`src/rtl/tft_vid_rx.sv`:
```
// tft_vid_rx: receives TFT-style video (datavalid / h_sync / v_sync) and
// re-emits it as an Avalon-ST pixel stream with sop/eop frame markers.
// The receiver first measures the active timing over two frames. It locks only
// when two consecutive measurements agree, and then streams pixels through a
// small output FIFO.
// Optional feature: define TFT_VID_RX_STATS_EN to add the frame_cnt / err_cnt
// statistics outputs.
module tft_vid_rx #(
  parameter int DATA_W     = 32,
  parameter int FIFO_DEPTH = 16,
  parameter int CNT_W      = 12
) (
  input  logic              clk_clk,
  input  logic              reset_reset_n,
  input  logic [DATA_W-1:0] vid_data,
  input  logic              vid_datavalid,
  input  logic              vid_h_sync,
  input  logic              vid_v_sync,
  input  logic              overflow_clr,
  input  logic              src_ready,
  output logic [DATA_W-1:0] src_data,
  output logic              src_valid,
  output logic              src_sop,
  output logic              src_eop,
  output logic [CNT_W-1:0]  h_active,
  output logic [CNT_W-1:0]  v_active,
  output logic              locked,
`ifdef TFT_VID_RX_STATS_EN
  output logic [15:0]       frame_cnt,
  output logic [7:0]        err_cnt,
`endif
  output logic              overflow
);

  localparam int AW = $clog2(FIFO_DEPTH);
  localparam int EW = DATA_W + 2;
  localparam logic [CNT_W-1:0] CNT_MAX  = {CNT_W{1'b1}};
  localparam logic [CNT_W-1:0] CNT_ONE  = {{(CNT_W-1){1'b0}}, 1'b1};
  localparam logic [AW:0]      FULL_LVL = (AW+1)'(FIFO_DEPTH);
  localparam logic [AW:0]      PTR_ONE  = {{AW{1'b0}}, 1'b1};

  typedef enum logic [1:0] {
    S_SEEK,
    S_MEASURE,
    S_RUN,
    S_DROP
  } state_t;

  state_t state;

  // Input stage registers and edge history.
  logic [DATA_W-1:0] d_q;
  logic              dv_q, dv_q2;
  logic              vs_q, vs_q2;
  logic              frame_start;
  logic              line_end;

  // Timing counters and measurement state.
  logic [CNT_W-1:0]  pix_cnt;
  logic [CNT_W-1:0]  line_cnt;
  logic [CNT_W-1:0]  meas_h;
  logic              meas_armed;
  logic              meas_ok;
  logic              frame_done;

  // Per-cycle pixel decisions.
  logic              pix_write;
  logic              pix_sop;
  logic              pix_eop;
  logic              ovf_evt;
  logic              run_err;

  // Output FIFO.
  logic [EW-1:0]     mem [FIFO_DEPTH];
  logic [AW:0]       wr_ptr, rd_ptr;
  logic [AW:0]       fill;
  logic              fifo_full;
  logic              rd_fire;
  logic              can_write;
  logic [EW-1:0]     head;

  // h_sync adds nothing beyond the datavalid edges that delimit lines.
  logic              unused_hsync;
  assign unused_hsync = vid_h_sync;

  function automatic logic [CNT_W-1:0] sat_inc(input logic [CNT_W-1:0] v);
    return (v == CNT_MAX) ? v : v + CNT_ONE;
  endfunction

  assign frame_start = vs_q & ~vs_q2;
  assign line_end    = dv_q2 & ~dv_q;

  assign meas_ok = (meas_h == h_active) && (line_cnt == v_active) &&
                   (meas_h != '0) && (line_cnt != '0) &&
                   (meas_h != CNT_MAX) && (line_cnt != CNT_MAX);

  assign fill      = wr_ptr - rd_ptr;
  assign fifo_full = (fill == FULL_LVL);
  assign src_valid = (wr_ptr != rd_ptr);
  assign rd_fire   = src_valid & src_ready;
  // A full FIFO can still take a pixel when the sink frees a slot this cycle.
  assign can_write = ~fifo_full | rd_fire;

  assign head     = mem[rd_ptr[AW-1:0]];
  assign src_data = src_valid ? head[DATA_W-1:0] : '0;
  assign src_eop  = src_valid & head[DATA_W];
  assign src_sop  = src_valid & head[DATA_W+1];

  // Register the raw video inputs once so the sync edges are detected on clean samples.
  always_ff @(posedge clk_clk or negedge reset_reset_n) begin
    if (!reset_reset_n) begin
      d_q   <= '0;
      dv_q  <= 1'b0;
      dv_q2 <= 1'b0;
      vs_q  <= 1'b0;
      vs_q2 <= 1'b0;
    end else begin
      d_q   <= vid_data;
      dv_q  <= vid_datavalid;
      dv_q2 <= dv_q;
      vs_q  <= vid_v_sync;
      vs_q2 <= vs_q;
    end
  end

  // Decide for the staged pixel whether it is written, overflows, or breaks lock.
  always_comb begin
    pix_write = 1'b0;
    ovf_evt   = 1'b0;
    run_err   = 1'b0;
    pix_sop   = (pix_cnt == '0) && (line_cnt == '0);
    pix_eop   = (pix_cnt == h_active - CNT_ONE) && (line_cnt == v_active - CNT_ONE);
    if (state == S_RUN && !frame_done) begin
      if (frame_start) begin
        run_err = 1'b1;
      end else if (dv_q) begin
        if (pix_cnt >= h_active) begin
          run_err = 1'b1;
        end else if (!can_write) begin
          ovf_evt = 1'b1;
        end else begin
          pix_write = 1'b1;
        end
      end else if (line_end && pix_cnt != h_active) begin
        run_err = 1'b1;
      end
    end
  end

  // Main receiver FSM: seek, measure, stream, or drop; also owns lock and overflow.
  always_ff @(posedge clk_clk or negedge reset_reset_n) begin
    if (!reset_reset_n) begin
      state      <= S_SEEK;
      pix_cnt    <= '0;
      line_cnt   <= '0;
      meas_h     <= '0;
      meas_armed <= 1'b0;
      frame_done <= 1'b0;
      h_active   <= '0;
      v_active   <= '0;
      locked     <= 1'b0;
      overflow   <= 1'b0;
    end else begin
      if (ovf_evt) begin
        overflow <= 1'b1;
      end else if (overflow_clr) begin
        overflow <= 1'b0;
      end

      case (state)
        S_SEEK: begin
          if (frame_start) begin
            state      <= S_MEASURE;
            pix_cnt    <= '0;
            line_cnt   <= '0;
            meas_h     <= '0;
            meas_armed <= 1'b1;
          end
        end

        S_MEASURE: begin
          if (frame_start) begin
            pix_cnt    <= '0;
            line_cnt   <= '0;
            meas_h     <= '0;
            meas_armed <= 1'b1;
            // A measurement that began mid-frame is incomplete and is not latched.
            if (meas_armed) begin
              h_active <= meas_h;
              v_active <= line_cnt;
              if (meas_ok) begin
                state      <= S_RUN;
                locked     <= 1'b1;
                frame_done <= 1'b0;
              end
            end
          end else begin
            if (dv_q) begin
              pix_cnt <= sat_inc(pix_cnt);
            end
            if (line_end) begin
              pix_cnt  <= '0;
              line_cnt <= sat_inc(line_cnt);
              if (line_cnt == '0) begin
                meas_h <= pix_cnt;
              end
            end
          end
        end

        S_RUN: begin
          if (run_err) begin
            state      <= S_MEASURE;
            locked     <= 1'b0;
            pix_cnt    <= '0;
            line_cnt   <= '0;
            meas_h     <= '0;
            meas_armed <= frame_start;
          end else if (frame_start) begin
            pix_cnt    <= '0;
            line_cnt   <= '0;
            frame_done <= 1'b0;
          end else if (ovf_evt) begin
            state <= S_DROP;
          end else if (pix_write) begin
            pix_cnt <= pix_cnt + CNT_ONE;
            if (pix_eop) begin
              frame_done <= 1'b1;
            end
          end else if (line_end && !frame_done) begin
            pix_cnt  <= '0;
            line_cnt <= sat_inc(line_cnt);
          end
        end

        S_DROP: begin
          if (frame_start) begin
            state      <= locked ? S_RUN : S_MEASURE;
            pix_cnt    <= '0;
            line_cnt   <= '0;
            meas_h     <= '0;
            meas_armed <= 1'b1;
            frame_done <= 1'b0;
          end
        end

        default: begin
          state <= S_SEEK;
        end
      endcase
    end
  end

  // FIFO storage carries {sop, eop, data} per entry and needs no reset.
  always_ff @(posedge clk_clk) begin
    if (pix_write) begin
      mem[wr_ptr[AW-1:0]] <= {pix_sop, pix_eop, d_q};
    end
  end

  // Write pointer advances on every accepted pixel and wraps through its extra bit.
  always_ff @(posedge clk_clk or negedge reset_reset_n) begin
    if (!reset_reset_n) begin
      wr_ptr <= '0;
    end else if (pix_write) begin
      wr_ptr <= wr_ptr + PTR_ONE;
    end
  end

  // Read pointer advances on every sink handshake.
  always_ff @(posedge clk_clk or negedge reset_reset_n) begin
    if (!reset_reset_n) begin
      rd_ptr <= '0;
    end else if (rd_fire) begin
      rd_ptr <= rd_ptr + PTR_ONE;
    end
  end

`ifdef TFT_VID_RX_STATS_EN
  // Count frames completed at the sink (wrapping) and lock/overflow errors (saturating).
  always_ff @(posedge clk_clk or negedge reset_reset_n) begin
    if (!reset_reset_n) begin
      frame_cnt <= '0;
      err_cnt   <= '0;
    end else begin
      if (rd_fire && src_eop) begin
        frame_cnt <= frame_cnt + 16'd1;
      end
      if ((run_err || ovf_evt) && err_cnt != 8'hFF) begin
        err_cnt <= err_cnt + 8'd1;
      end
    end
  end
`endif

endmodule

```
`config.mk`:
```
export PLATFORM = sky130hd
export DESIGN_NAME = tft_vid_rx
export DESIGN_NICKNAME = d
export VERILOG_FILES = /design/src/rtl/tft_vid_rx.sv
export SDC_FILE = /design/constraint.sdc
export NUM_CORES = 1
export LEC_CHECK = 0
export BUFFER_PORTS_ARGS = -buffer_cell sky130_fd_sc_hd__buf_2
export CAP_MARGIN = 5
export CORE_MARGIN = 5
export CORE_UTILIZATION = 30
export DETAILED_ROUTE_END_ITERATION = 8
export GPL_TIMING_DRIVEN = 0
export PLACE_DENSITY = 0.49
export SLEW_MARGIN = 20
export SYNTH_ARGS = -nofsm -noshare
export SYNTH_HDL_FRONTEND = slang
export SYNTH_SLANG_ARGS = --single-unit
```
`constraint.sdc`:
```
create_clock -name clk_clk -period 5.4 [get_ports clk_clk]
set_input_delay 0.81 -clock clk_clk [delete_from_list [all_inputs] [get_ports clk_clk]]
set_output_delay 0.81 -clock clk_clk [all_outputs]
set_load 0.1 [all_outputs]
```
==> flow_metrics.py <==
metrics = {
    "status": {
        "outcome": "completed",
    },
    "clock_tree": {
        "clock-sinks": 656,
        "ctsHoldBuffers": 0,
        "worstSkewPairLatency_ns": 0.63,
        "root_buffer": "clkbuf_16",
        "cts_max_path_buffers": 3,
        "cts_tree": "done",
        "clk_pin_slew_ns": 0.06,
        "numCtsBuffers": 71,
        "cts.htree.levels": 3,
    },
    "die": {
        "coreArea_mm2": 0.08987,
        "initial_core_util_pct": 30.13,
        "fp.dieW_um": 310.5,
        "die_h_um": 310.5,
        "rows": 110,
        "die_area_mm2": 0.09638,
        "io_pins": 100,
    },
    "worst_setup_path": {
        "critical_path.startpoint": "rd_ptr[1]",
        "crit_path_max_fanout": 11,
        "rrSetupSlack_ns": 0.37,
        "critPathKind": "flip-flop to output pin",
        "crit_top_cell": "clkbuf_2",
        "slowest_stage": "clkbuf_1",
        "cp_data_arrival_time_ns": 4.36,
        "cp-start-kind": "flip-flop",
        "critPathRequiredTime_ns": 4.59,
        "max_stage_delay_ns": 0.58,
        "path_buf_inv": 5,
        "crit_chain": "clkbuf_2 -> clkbuf_2 -> inv_1 -> ha_1 -> and4_1 -> nand2_1 -> clkbuf_1 -> and2_1 -> buf_2",
        "end_kind": "output pin",
        "crit_family": "buffers and inverters",
        "r2r_start": "rd_ptr[1]",
    },
    "placement": {
        "gp_congestion": 0.8681,
        "portBuffers": 98,
        "dp_hpwl_um": 45280,
    },
    "route": {
        "avgViaCountPerCell": 5.000,
        "drc": 0,
        "first_pass_iters": 5,
        "drtIter0Drc": 1107,
        "routed_wl_um": 70860,
        "detail-route-antenna-nets": 0,
        "wl_per_cell_um": 24.17,
        "num_vias": 14660,
    },
    "grt": {
        "antenna_found_initial": 1,
        "grt_max_degree": 58,
        "track_usage_pct": 14.77,
        "grt_pass1_vias": 15480,
        "grt_pass1_wl_um": 104700,
        "overflow": 0,
    },
    "power": {
        "p_leak_nw": 10.89,
        "total_power_mw": 17.64,
        "ir_drop_uv": 322.3,
        "p_per_area_mw_per_mm2": 550.5,
    },
    "yosys": {
        "yosysMostFrequentCell": "edfxtp_1",
        "synth_common_cells": "544 x edfxtp_1, 170 x mux4_2, 112 x dfrtp_1",
        "ys_warn_count": 0,
        "synthTopCellsByArea": "edfxtp_1 60%, mux4_2 14%, dfrtp_1 10%",
        "ys_seq_area_share_pct": 70.67,
        "synth.top_cell.area_share_pct": 60.32,
        "ys_ff_latch": 656,
        "mappedNetlistArea_mm2": 0.02708,
        "async_flop_share_pct": 17.07,
        "synth-edff-count": 544,
        "synth_nets": 1554,
        "yosys_most_used_dff": "edfxtp_1",
        "synth_top_area_cell": "edfxtp_1",
        "synthCells": 1483,
        "synthDistinctLibCells": 81,
        "avgSynthCellArea_um2": 18.26,
    },
    "timing": {
        "setup_violations": 0,
        "final.setup_skew_ns": 0.04460,
        "worstMarginPinSlew_ns": 1.038,
        "relSlewSlack_pct": 30.52,
        "timing.hold.ws_ns": 0.1767,
        "post-route-period-util_pct": 95.67,
        "slew_viol_final": 0,
        "max_freq_mhz": 193.6,
        "finalHoldViolCount": 0,
        "grt_setup_unrepaired": "no",
        "period_needed_ns": 5.166,
    },
    "min_path": {
        "hp-class": "input port to asynchronous set/reset pin",
    },
    "final_layout": {
        "nets": 1770,
        "fin_util_pct": 35.65,
        "area_growth_pct": 18.30,
        "drive_gt1_share_pct": 28.09,
    },
    "job": {
        "drv_cap": 0,
    },
}
==> through the flow <==
step                       TNS, ns  instances  instance area [um^2]  worst slack, ns
after floorplan             -50.63       1483                 27080          -0.3026
after global placement    -1229.17       2757                 29040           -4.967
after detailed placement   -0.2212       2802                 29700         -0.06465
after CTS                        0       2930                 32020           0.1193
after global routing             0       2931                 32030          0.01096
final                            0       2932                 32040           0.2338
==> cell type report <==
cell class	instances	area, um^2
inverter	51	193.9
antenna	1	2.502
buffer	83	396.6
fill	8429	57840
timing repair buffer	144	1066
tap	1176	1471
clock inverter	33	342.8
clock buffer	96	1982
multi-input combinational	692	7443
sequential	656	19140
==> final timing paths <==
check	to	depth (start not counted)
max in group asynchronous	d_q[2]	2
min in group clk_clk	d_q[23]	1
hold reg to reg	vs_q2	0
hold / removal	d_q[23]	1
setup reg to reg	mem[4][17]	15
setup / recovery	src_data[27]	9
==> repair_timing <==
| action | in CTS | in global routing |
|---|---|---|
| resized for setup | 2 | 0 |
| setup buffers | 0 | 0 |
| endpoints found under the setup margin | 33 | 0 |
==> registers in the layout, indices dropped and copies added, names as in the netlist, 5 cells and up <==
signal and cells:
mem 544, h_active 12, pix_cnt 12, rd_ptr 5, v_active 12, wr_ptr 5
meas_h 12, d_q 32, line_cnt 12
==> logic make-up after synthesis <==
| family | share of synthesized area, % |
|---|---|
| compound gates | 3.590 |
| xor+xnor | 1.746 |
| simple gates | 5.794 |
| mux | 14.59 |
| flops | 70.67 |
| buf+inv | 2.130 |
| fa+ha+maj | 1.478 |
==> per-layer routing <==
metal | routed length, um | GRT usage (%)
met5 | 7 | 0
met4 | 1300 | 3.302
met3 | 3225 | 2.641
met2 | 34690 | 24.58
met1 | 31640 | 20.44
==> worst register-to-register path, cell delays in order (launching register included) <==
cell and delay, ns:
dfrtp_1 0.45, clkbuf_2 0.39, clkbuf_2 0.44, inv_1 0.14, ha_1 0.33, and4_1 0.20, nand2_1 0.43, a211oi_1 0.19
and4_1 0.29, nor2_1 0.14, clkbuf_1 0.39, nand2_1 0.26, nor3_2 0.44, buf_4 0.26, buf_4 0.21, buf_4 0.20
==> report_power, final <==
group	internal, mW	leakage (nW)	total, mW	switching [mW]
sequential	5.64	6.31	5.81	0.168
clock	2.76	1.13	4.82	2.06
combinational	2.22	3.45	7.00	4.78
==> cell usage in the layout, fill, tap and decap left out, types with 18 or more instances in the layout <==
cell type  instances
a21oi_1           22
and2_1            38
buf_2            113
buf_4             31
clkbuf_1          64
clkbuf_16         72
dfrtp_1          112
edfxtp_1         544
ha_1              32
inv_1             49
mux4_2           170
nand2_1           48
nand3_1           29
nand4_1           25
nor2_1            31
nor3_1            18
o21ai_0           39
xnor2_1           42
(Power assumes the default switching activity.)
